==> src/rtl/tdm_deframer.sv <==
// tdm_deframer: recovers 4-slot TDM frames from a serial stream with sync-marker lock tracking
module tdm_deframer #(
    parameter int FRAMES_TO_LOCK = 2
) (
    input  logic       clk,
    input  logic       rst_n,
    input  logic       bit_en,
    input  logic       din,
    input  logic       sync_in,
    input  logic       out_ready,
    output logic [3:0] out_data,
    output logic       out_valid,
    output logic       locked,
    output logic       sync_err,
    output logic       overrun
);
    localparam logic [1:0] HUNT    = 2'd0;
    localparam logic [1:0] CONFIRM = 2'd1;
    localparam logic [1:0] LOCKED  = 2'd2;
    localparam logic [3:0] FTL     = 4'(FRAMES_TO_LOCK);

    logic [1:0] state_q, state_d;
    logic [1:0] slot_q, slot_d;
    logic [3:0] good_q, good_d;
    logic [2:0] asm_q, asm_d;
    logic [3:0] out_data_q, out_data_d;
    logic       out_valid_q, out_valid_d;
    logic       locked_q, locked_d;
    logic       sync_err_q, sync_err_d;
    logic       overrun_q, overrun_d;
    logic       misplaced, frame_done, load;
    logic [3:0] good_inc;

    // frame tracking: hunt for a marker, confirm alignment, then assemble slots while locked
    always_comb begin
        state_d    = state_q;
        slot_d     = slot_q;
        good_d     = good_q;
        asm_d      = asm_q;
        sync_err_d = 1'b0;
        frame_done = 1'b0;
        misplaced  = (slot_q == 2'd0) ? !sync_in : sync_in;
        good_inc   = good_q + 4'd1;
        if (bit_en) begin
            if (state_q == HUNT) begin
                if (sync_in) begin
                    asm_d   = {2'b00, din};
                    slot_d  = 2'd1;
                    good_d  = 4'd1;
                    state_d = (FTL == 4'd1) ? LOCKED : CONFIRM;
                end
            end else if (misplaced) begin
                state_d    = HUNT;
                slot_d     = 2'd0;
                good_d     = 4'd0;
                asm_d      = 3'd0;
                sync_err_d = 1'b1;
            end else begin
                slot_d   = slot_q + 2'd1;
                asm_d[0] = (slot_q == 2'd0) ? din : asm_q[0];
                asm_d[1] = (slot_q == 2'd1) ? din : asm_q[1];
                asm_d[2] = (slot_q == 2'd2) ? din : asm_q[2];
                if (state_q == CONFIRM && slot_q == 2'd0) begin
                    good_d  = good_inc;
                    state_d = (good_inc >= FTL) ? LOCKED : CONFIRM;
                end
                frame_done = (state_q == LOCKED) && (slot_q == 2'd3);
            end
        end
    end

    // single-entry output buffer: a completed frame loads only if the slot is free or draining now
    always_comb begin
        load        = frame_done && (!out_valid_q || out_ready);
        out_data_d  = load ? {din, asm_q} : out_data_q;
        out_valid_d = load || (out_valid_q && !out_ready);
        overrun_d   = frame_done && out_valid_q && !out_ready;
        locked_d    = (state_d == LOCKED);
    end

    // state registers with asynchronous clear
    always_ff @(posedge clk or negedge rst_n) begin
        if (!rst_n) begin
            state_q     <= HUNT;
            slot_q      <= 2'd0;
            good_q      <= 4'd0;
            asm_q       <= 3'd0;
            out_data_q  <= 4'h0;
            out_valid_q <= 1'b0;
            locked_q    <= 1'b0;
            sync_err_q  <= 1'b0;
            overrun_q   <= 1'b0;
        end else begin
            state_q     <= state_d;
            slot_q      <= slot_d;
            good_q      <= good_d;
            asm_q       <= asm_d;
            out_data_q  <= out_data_d;
            out_valid_q <= out_valid_d;
            locked_q    <= locked_d;
            sync_err_q  <= sync_err_d;
            overrun_q   <= overrun_d;
        end
    end

    assign out_data  = out_data_q;
    assign out_valid = out_valid_q;
    assign locked    = locked_q;
    assign sync_err  = sync_err_q;
    assign overrun   = overrun_q;
endmodule

==> config.mk <==
export PLATFORM = sky130hd
export DESIGN_NAME = tdm_deframer
export DESIGN_NICKNAME = d
export VERILOG_FILES = /design/src/rtl/tdm_deframer.sv
export SDC_FILE = /design/constraint.sdc
export NUM_CORES = 1
export LEC_CHECK = 0
export CAP_MARGIN = 20
export CORE_MARGIN = 2
export CORE_UTILIZATION = 30
export DETAILED_ROUTE_END_ITERATION = 16
export DONT_BUFFER_PORTS = 1
export SYNTH_ARGS = -nofsm -noshare
export SYNTH_HDL_FRONTEND = slang
export SYNTH_SLANG_ARGS = --single-unit
==> constraint.sdc <==
create_clock -name clk -period 2.1 [get_ports clk]
set_input_delay 0.21 -clock clk [delete_from_list [all_inputs] [get_ports clk]]
set_output_delay 0.21 -clock clk [all_outputs]
set_load 0.05 [all_outputs]
==> run metrics, run 1 <==
maximum number of pins on one net before global-route repair 20; minimum setup slack among reg-to-reg paths 0.31 ns; Worst-Skew Late Latency 0.31 ns; Highest Clock Rate 559 MHz; actual transition at the worst max-transition pin 0.866 ns; Setup TNS Final 0 ns; WHS Path Cells 1; clock root buffer sky130_fd_sc_hd__clkbuf_4; number of flops mapped to enable cells by yosys 0; worst path required time 2.31 ns; standard cell core area 3390 µm²; number of hold-slack violations in the final timing report 0; Reg-to-Reg End out_data[0]; power density of the placed cells 1250 nW/µm²; proportion of synthesized area in mux cells 4.19%; fraction of layout cells with a size suffix above 1 12.7%; status complete, no violations; Antenna diodes 0; vias per std cell 5.37; Netlist Area Pre-Place ~1100 µm²; Data arrival, critical path 2.00 ns; GR Util All Layers 11.3%; number of clock sinks seen by CTS 19; leftover overflow at the end of global routing 0; Worst Hold Class input pin to flip-flop; leak pwr between 0.5 and 0.6 nW; Slew Limit Fails 0; post-synthesis share of cell area spent on and, or, nand and nor gates 12.5%; post-synthesis xor/xnor area fraction around 3.3%; count of buffers from port buffering 0; Post-Synth Adder-Cell Area 6.98%; commonest non-fill, non-tap cell in the layout sky130_fd_sc_hd__dfrtp_1; Die Outline Area slightly above 4000 µm²; worst max-slew margin expressed relative to the limit 42.1%; number of cells upsized or downsized after cts 0; register clock-pin slew on the reported worst setup and hold paths 0.12 ns; number of flip-flops and latches in the synthesized netlist 19; DR vias 795; routed wire length per instance 14.4 µm; Final Net Count roughly 120; startpoint of the worst-slack reg-to-reg timing path slot_q[0]; post-synthesis cell count 101; height of the die ~64 µm; router iterations before antenna repair 4; count of unresolved DRC violations after routing 0; Worst IR Drop VDD 257 µV; most instantiated flip-flop cell in the synthesis netlist sky130_fd_sc_hd__dfrtp_1; startpoint types flip-flop; clock period minus final worst setup slack about 1.8 ns; final critical-path share of the clock period 85.2%; Die X ~64 µm; weighted congestion at the end of routability-driven global placement around 0.73; largest family of logic cells by synthesized area compound AO/OA/AOI/OAI gates; worst clock skew ~0.0082 ns; Finished Cell Area 1150 µm²; cell accounting for the most synthesized area sky130_fd_sc_hd__dfrtp_1; final setup violating endpoints 0; I/O pins 14; synthesized-area fraction occupied by ao, oa, aoi and oai cells 23.2%; 1st-iter DRT viols 54; initial antenna violation count 0; Cell variety after synth 40; H-tree levels 1; via count of the first global-routing pass around 810; count of placed standard cells in the final layout, fillers left out 148; logic depth of the worst register-to-register path 5; placed cell count 143; global-route wire length before repair 3640 µm; Endpoint, Worst Hold out_data[3]; number of nets with antenna violations after routing 0; worst-path maximum fanout 5; number of buffers between clock root and the deepest sink 2; cts bufs inserted 3; cell types occupying the most area after synthesis sky130_fd_sc_hd__dfrtp_1, sky130_fd_sc_hd__ha_1, sky130_fd_sc_hd__mux2_2, sky130_fd_sc_hd__a32o_1, sky130_fd_sc_hd__inv_1; count of standard-cell rows 21; HPWL Detailed 1530 µm; final-layout fill cell count about 330; total wirelength of the detailed-routed design 2130 µm; element type at the critical path end flip-flop; area overhead of the layout relative to synthesis 6.64%; async set-or-reset flop fraction in the synthesized netlist 100%; starting density of the core 31.7%; net count of the mapped netlist approximately 110; Max Cap Violations 0; sequential element share of the synthesized area 44.2%; syn avg cell area 10.6 µm²; Post-Place Cell Area 1110 µm²; commonest non-fill, non-tap cells in the layout sky130_fd_sc_hd__dfrtp_1, sky130_fd_sc_hd__inv_1, sky130_fd_sc_hd__ha_1, sky130_fd_sc_hd__nor2_1; startpoint of the most critical hold path din; Synthesis Warnings 0; critical path type flip-flop to flip-flop; clock tree from TritonCTS yes; area share of the largest cell type after synthesis 44.2%; setup repair after global routing missed its margin no
## per-stage QoR
stage	worst slack [ns]	hold slack, ns	power [mW]	utilization (%)
2_1_floorplan	0.451	-0.0856	1.12	-
3_3_place_gp	0.424	-0.0848	1.20	32.7
3_5_place_dp	0.326	-0.0848	1.23	32.7
4_1_cts	0.324	0.0452	1.43	33.8
5_1_grt	0.191	0.0287	1.54	33.8
6_report	0.311	0.0478	1.43	33.8
## synthesized netlist by cell type, types with 2 or more instances
master	count
sky130_fd_sc_hd__dfrtp_1	19
sky130_fd_sc_hd__ha_1	6
sky130_fd_sc_hd__inv_1	6
sky130_fd_sc_hd__nor2_1	5
sky130_fd_sc_hd__a21oi_1	4
sky130_fd_sc_hd__buf_2	4
sky130_fd_sc_hd__mux2_2	4
sky130_fd_sc_hd__nand2_1	4
sky130_fd_sc_hd__a32o_1	3
sky130_fd_sc_hd__nand2b_1	3
sky130_fd_sc_hd__o211ai_1	3
sky130_fd_sc_hd__o21ai_0	3
sky130_fd_sc_hd__o31ai_1	3
sky130_fd_sc_hd__a211oi_1	2
sky130_fd_sc_hd__a21o_1	2
sky130_fd_sc_hd__and3b_1	2
sky130_fd_sc_hd__nand3_1	2
sky130_fd_sc_hd__nand4_1	2
sky130_fd_sc_hd__xnor2_1	2
sky130_fd_sc_hd__xor2_1	2
## how the worst max path moves through the flow
stage | startpoint | to | slack [ns] | cells after the start
4_1_cts | slot_q[0] | out_data[0] | 0.32 | 5
6_report | slot_q[0] | out_data[0] | 0.31 | 5
5_1_grt | slot_q[0] | out_data[0] | 0.19 | 5
3_3_place_gp | slot_q[0] | out_data[1] | 0.42 | 5
3_5_place_dp | slot_q[0] | out_data[0] | 0.33 | 5
2_1_floorplan | slot_q[0] | out_data[3] | 0.45 | 5
## logic make-up (layout without fill, tap and decap cells)
logic type      Yosys count  after routing
compound gates           33             33
xor+xnor                  4              4
fa+ha+maj                 6              6
buf+inv                  12             13
flops                    19             19
mux                       4              4
simple gates             23             23
## worst max-delay path: stages (launching register included)
cell                      delay [ns]
sky130_fd_sc_hd__dfrtp_1        0.44
sky130_fd_sc_hd__inv_1          0.09
sky130_fd_sc_hd__ha_1           0.26
sky130_fd_sc_hd__xnor2_1        0.25
sky130_fd_sc_hd__and4b_4        0.31
sky130_fd_sc_hd__mux2_2         0.35
## routing by layer
metal	global-route usage [%]	part of all wire (%)
met5	0	0
met3	1.58	3.8
met1	14.0	48
met4	7.07	2.1
met2	18.4	47
## power breakdown
group          switching (mW)  internal (mW)
sequential              0.228          0.458
clock                   0.124         0.0712
combinational           0.294          0.256
total                   0.646          0.785
## sequential cells by signal (all words and copies together), names as in the netlist
signal,cells
state_q,2
out_valid,1
overrun,1
slot_q,2
locked,1
asm_q,3
good_q,4
sync_err,1
out_data,4
## cell type report
type	instances	area, µm²	share of cell area [%]
sequential	19	475	41.5
timing repair buffer	3	25.0	2.18
tap	46	57.6	5.02
clock buffer	3	22.5	1.97
clock inverter	1	5.00	0.437
inverter	6	22.5	1.97
multi-input combinational	70	538	46.9
## what timing repair did
action / 4_1_cts / 5_1_grt
setup endpoints to repair: 0 / 0
setup buffers: 0 / 0
hold buffers: 1 / 0
endpoints found under the hold margin: 19 / 0
Power figures use the tool's default switching activity.
==> run 2: changes to the inputs <==
Settings changed: PLACE_DENSITY set to 0.4.
==> run 2 against run 1 <==
  * Utilization is essentially flat
  * Global-route usage increased by 1.1 points
  * Final cell count stayed put
  * Critical path depth is the same
  * Die area unchanged
  * Highest routed layer unchanged
==> run metrics, run 2 (synthesized netlist as in run 1, its figures left out) <==
worst path required time 2.29 ns; stages on the worst setup path 5; I/O pins 14; Slew Limit Fails 0; weighted congestion at the end of routability-driven global placement 0.773; vias per std cell 5.18; standard cell core area 3390 µm²; design internal power between 700 and 800 µW; Antenna diodes 0; sequence of cells on the critical path inv_1, ha_1, xnor2_1, and4b_4, mux2_2; Worst Hold Class input pin to flip-flop; count of buffering cells on the critical path with inverters included 1; DR vias 767; part of the power in the clock network 13.2%; register clock-pin slew on the reported worst setup and hold paths 0.11 ns; startpoint of the worst-slack reg-to-reg timing path slot_q[0]; count of standard-cell rows 21; actual transition at the worst max-transition pin 0.861 ns; Endpoint, Worst Hold out_data[3]; fin util 33.8%; total wirelength of the detailed-routed design 2190 µm; cts bufs inserted 3; leak pwr 0.519 nW; starting density of the core 31.7%; final setup violating endpoints 0; Highest Clock Rate 570 MHz; logic depth of the worst register-to-register path 5; Top delay family on crit path flip-flops; Worst-Skew Late Latency 0.30 ns; Setup TNS Final 0 ns; startpoint types flip-flop; number of hold-slack violations in the final timing report 0; clock period minus final worst setup slack 1.76 ns; commonest non-fill, non-tap cell in the layout sky130_fd_sc_hd__dfrtp_1; initial antenna violation count 0; element type at the critical path end flip-flop; worst clock skew 0.00328 ns; setup repair after global routing missed its margin no; number of nets with antenna violations after routing 0; clock root buffer sky130_fd_sc_hd__clkbuf_4; count of placed standard cells in the final layout, fillers left out 148; area overhead of the layout relative to synthesis 6.52%; clock tree from TritonCTS yes; worst-path maximum fanout 5; startpoint of the most critical hold path din; commonest non-fill, non-tap cells in the layout sky130_fd_sc_hd__dfrtp_1, sky130_fd_sc_hd__inv_1, sky130_fd_sc_hd__ha_1, sky130_fd_sc_hd__nor2_1; leftover overflow at the end of global routing 0; H-tree levels 1; Reg-to-Reg End out_data[2]; Worst IR Drop VDD around 520 µV; WHS Path Cells 1; slowest cell delay on critical path 0.43 ns; Max Cap Violations 0; Die Outline Area 4080 µm²; GR Util All Layers between 10% and 20%; routed wire length per instance 14.8 µm; 1st-iter DRT viols 45; Switching Share 44.5%; final critical-path share of the clock period approximately 84%; power density of the placed cells 1240 nW/µm²; post-CTS setup buffer count 0; HPWL Detailed around 1600 µm; slowest cell on the critical path sky130_fd_sc_hd__dfrtp_1; share of total power in combinational logic slightly below 40%; number of clock sinks seen by CTS 19; count of unresolved DRC violations after routing 0; count of buffers from port buffering 0; worst max-slew margin expressed relative to the limit 42.4%; total power 1.42 mW; router iterations before antenna repair 4; final-layout fill cell count 357; status complete, no violations; height of the die 63.9 µm; fraction of layout cells with a size suffix above 1 11.8%; Final Net Count roughly 120; maximum number of pins on one net before global-route repair 20; Data arrival, critical path 1.95 ns; number of buffers between clock root and the deepest sink 2; global-route wire length before repair 4000 µm; Die X 63.9 µm; Sequential Power Share between 40 and 50%; minimum setup slack among reg-to-reg paths 0.34 ns; placed cell count between 100 and 150; switching pwr roughly 630 µW; critical path type flip-flop to flip-flop; via count of the first global-routing pass slightly above 800
-- run 2: cell count changes in the layout (fill, tap and decap cells not counted) --
cell | before | now
sky130_fd_sc_hd__clkbuf_1 | 0 | 1
sky130_fd_sc_hd__clkinv_2 | 1 | 0
-- run 2: worst max path at each step --
| stage | from | endpoint | slack [ns] |
|---|---|---|---|
| 6_report | slot_q[0] | out_data[2] | 0.34 |
| 5_1_grt | slot_q[0] | out_data[1] | 0.22 |
| 4_1_cts | slot_q[0] | out_data[2] | 0.34 |
| 3_5_place_dp | slot_q[0] | out_data[2] | 0.36 |
| 3_3_place_gp | slot_q[0] | out_data[0] | 0.41 |
| 2_1_floorplan | slot_q[0] | out_data[3] | 0.45 |
-- run 2: repair_timing --
item,in CTS,in global routing
hold endpoints to repair,19,0
hold buffers,1,0
resized for setup,0,0
-- run 2: metal layers --
layer  share of wire, %  global-route usage [%]  wire (µm)
met1                 50                    16.9       1100
met2                 43                    19.0        952
met3                5.6                    4.58        122
met4               0.64                    2.45         14
met5                  0                       0          0
-- run 2: power by group through the flow --
stage | clock [mW] | combinational [mW] | sequential, mW
finish | 0.188 | 0.547 | 0.684
global route | 0.216 | 0.637 | 0.705
CTS | 0.195 | 0.552 | 0.681
detailed placement | 0 | 0.541 | 0.690
floorplan | 0 | 0.490 | 0.625
global placement | 0 | 0.539 | 0.691
-- run 2: through the flow --
step / area [µm²] / setup slack (ns) / hold WS [ns]
after floorplan: 1070 / 0.451 / -0.0856
after global placement: 1110 / 0.407 / -0.0852
after detailed placement: 1110 / 0.358 / -0.0851
after CTS: 1140 / 0.342 / 0.0525
after global routing: 1140 / 0.220 / 0.0385
final: 1140 / 0.344 / 0.0570
-- run 2: final cells by class --
cell class | count | area, µm² | area share [%]
multi-input cells | 70 | 538 | 47.0
flip-flops and latches | 19 | 475 | 41.5
well taps | 46 | 57.6 | 5.03
clock buffers | 4 | 26.3 | 2.30
repair buffers | 3 | 25.0 | 2.19
inverters | 6 | 22.5 | 1.97
-- run 2: worst reg2reg max path, delay by kind of cell (launching register included) --
| family | cells | cell delay (ns) |
|---|---|---|
| flops | 1 | 0.43 |
| mux | 1 | 0.34 |
| simple gates | 1 | 0.32 |
| fa+ha+maj | 1 | 0.25 |
| xor+xnor | 1 | 0.25 |
| buf+inv | 1 | 0.08 |
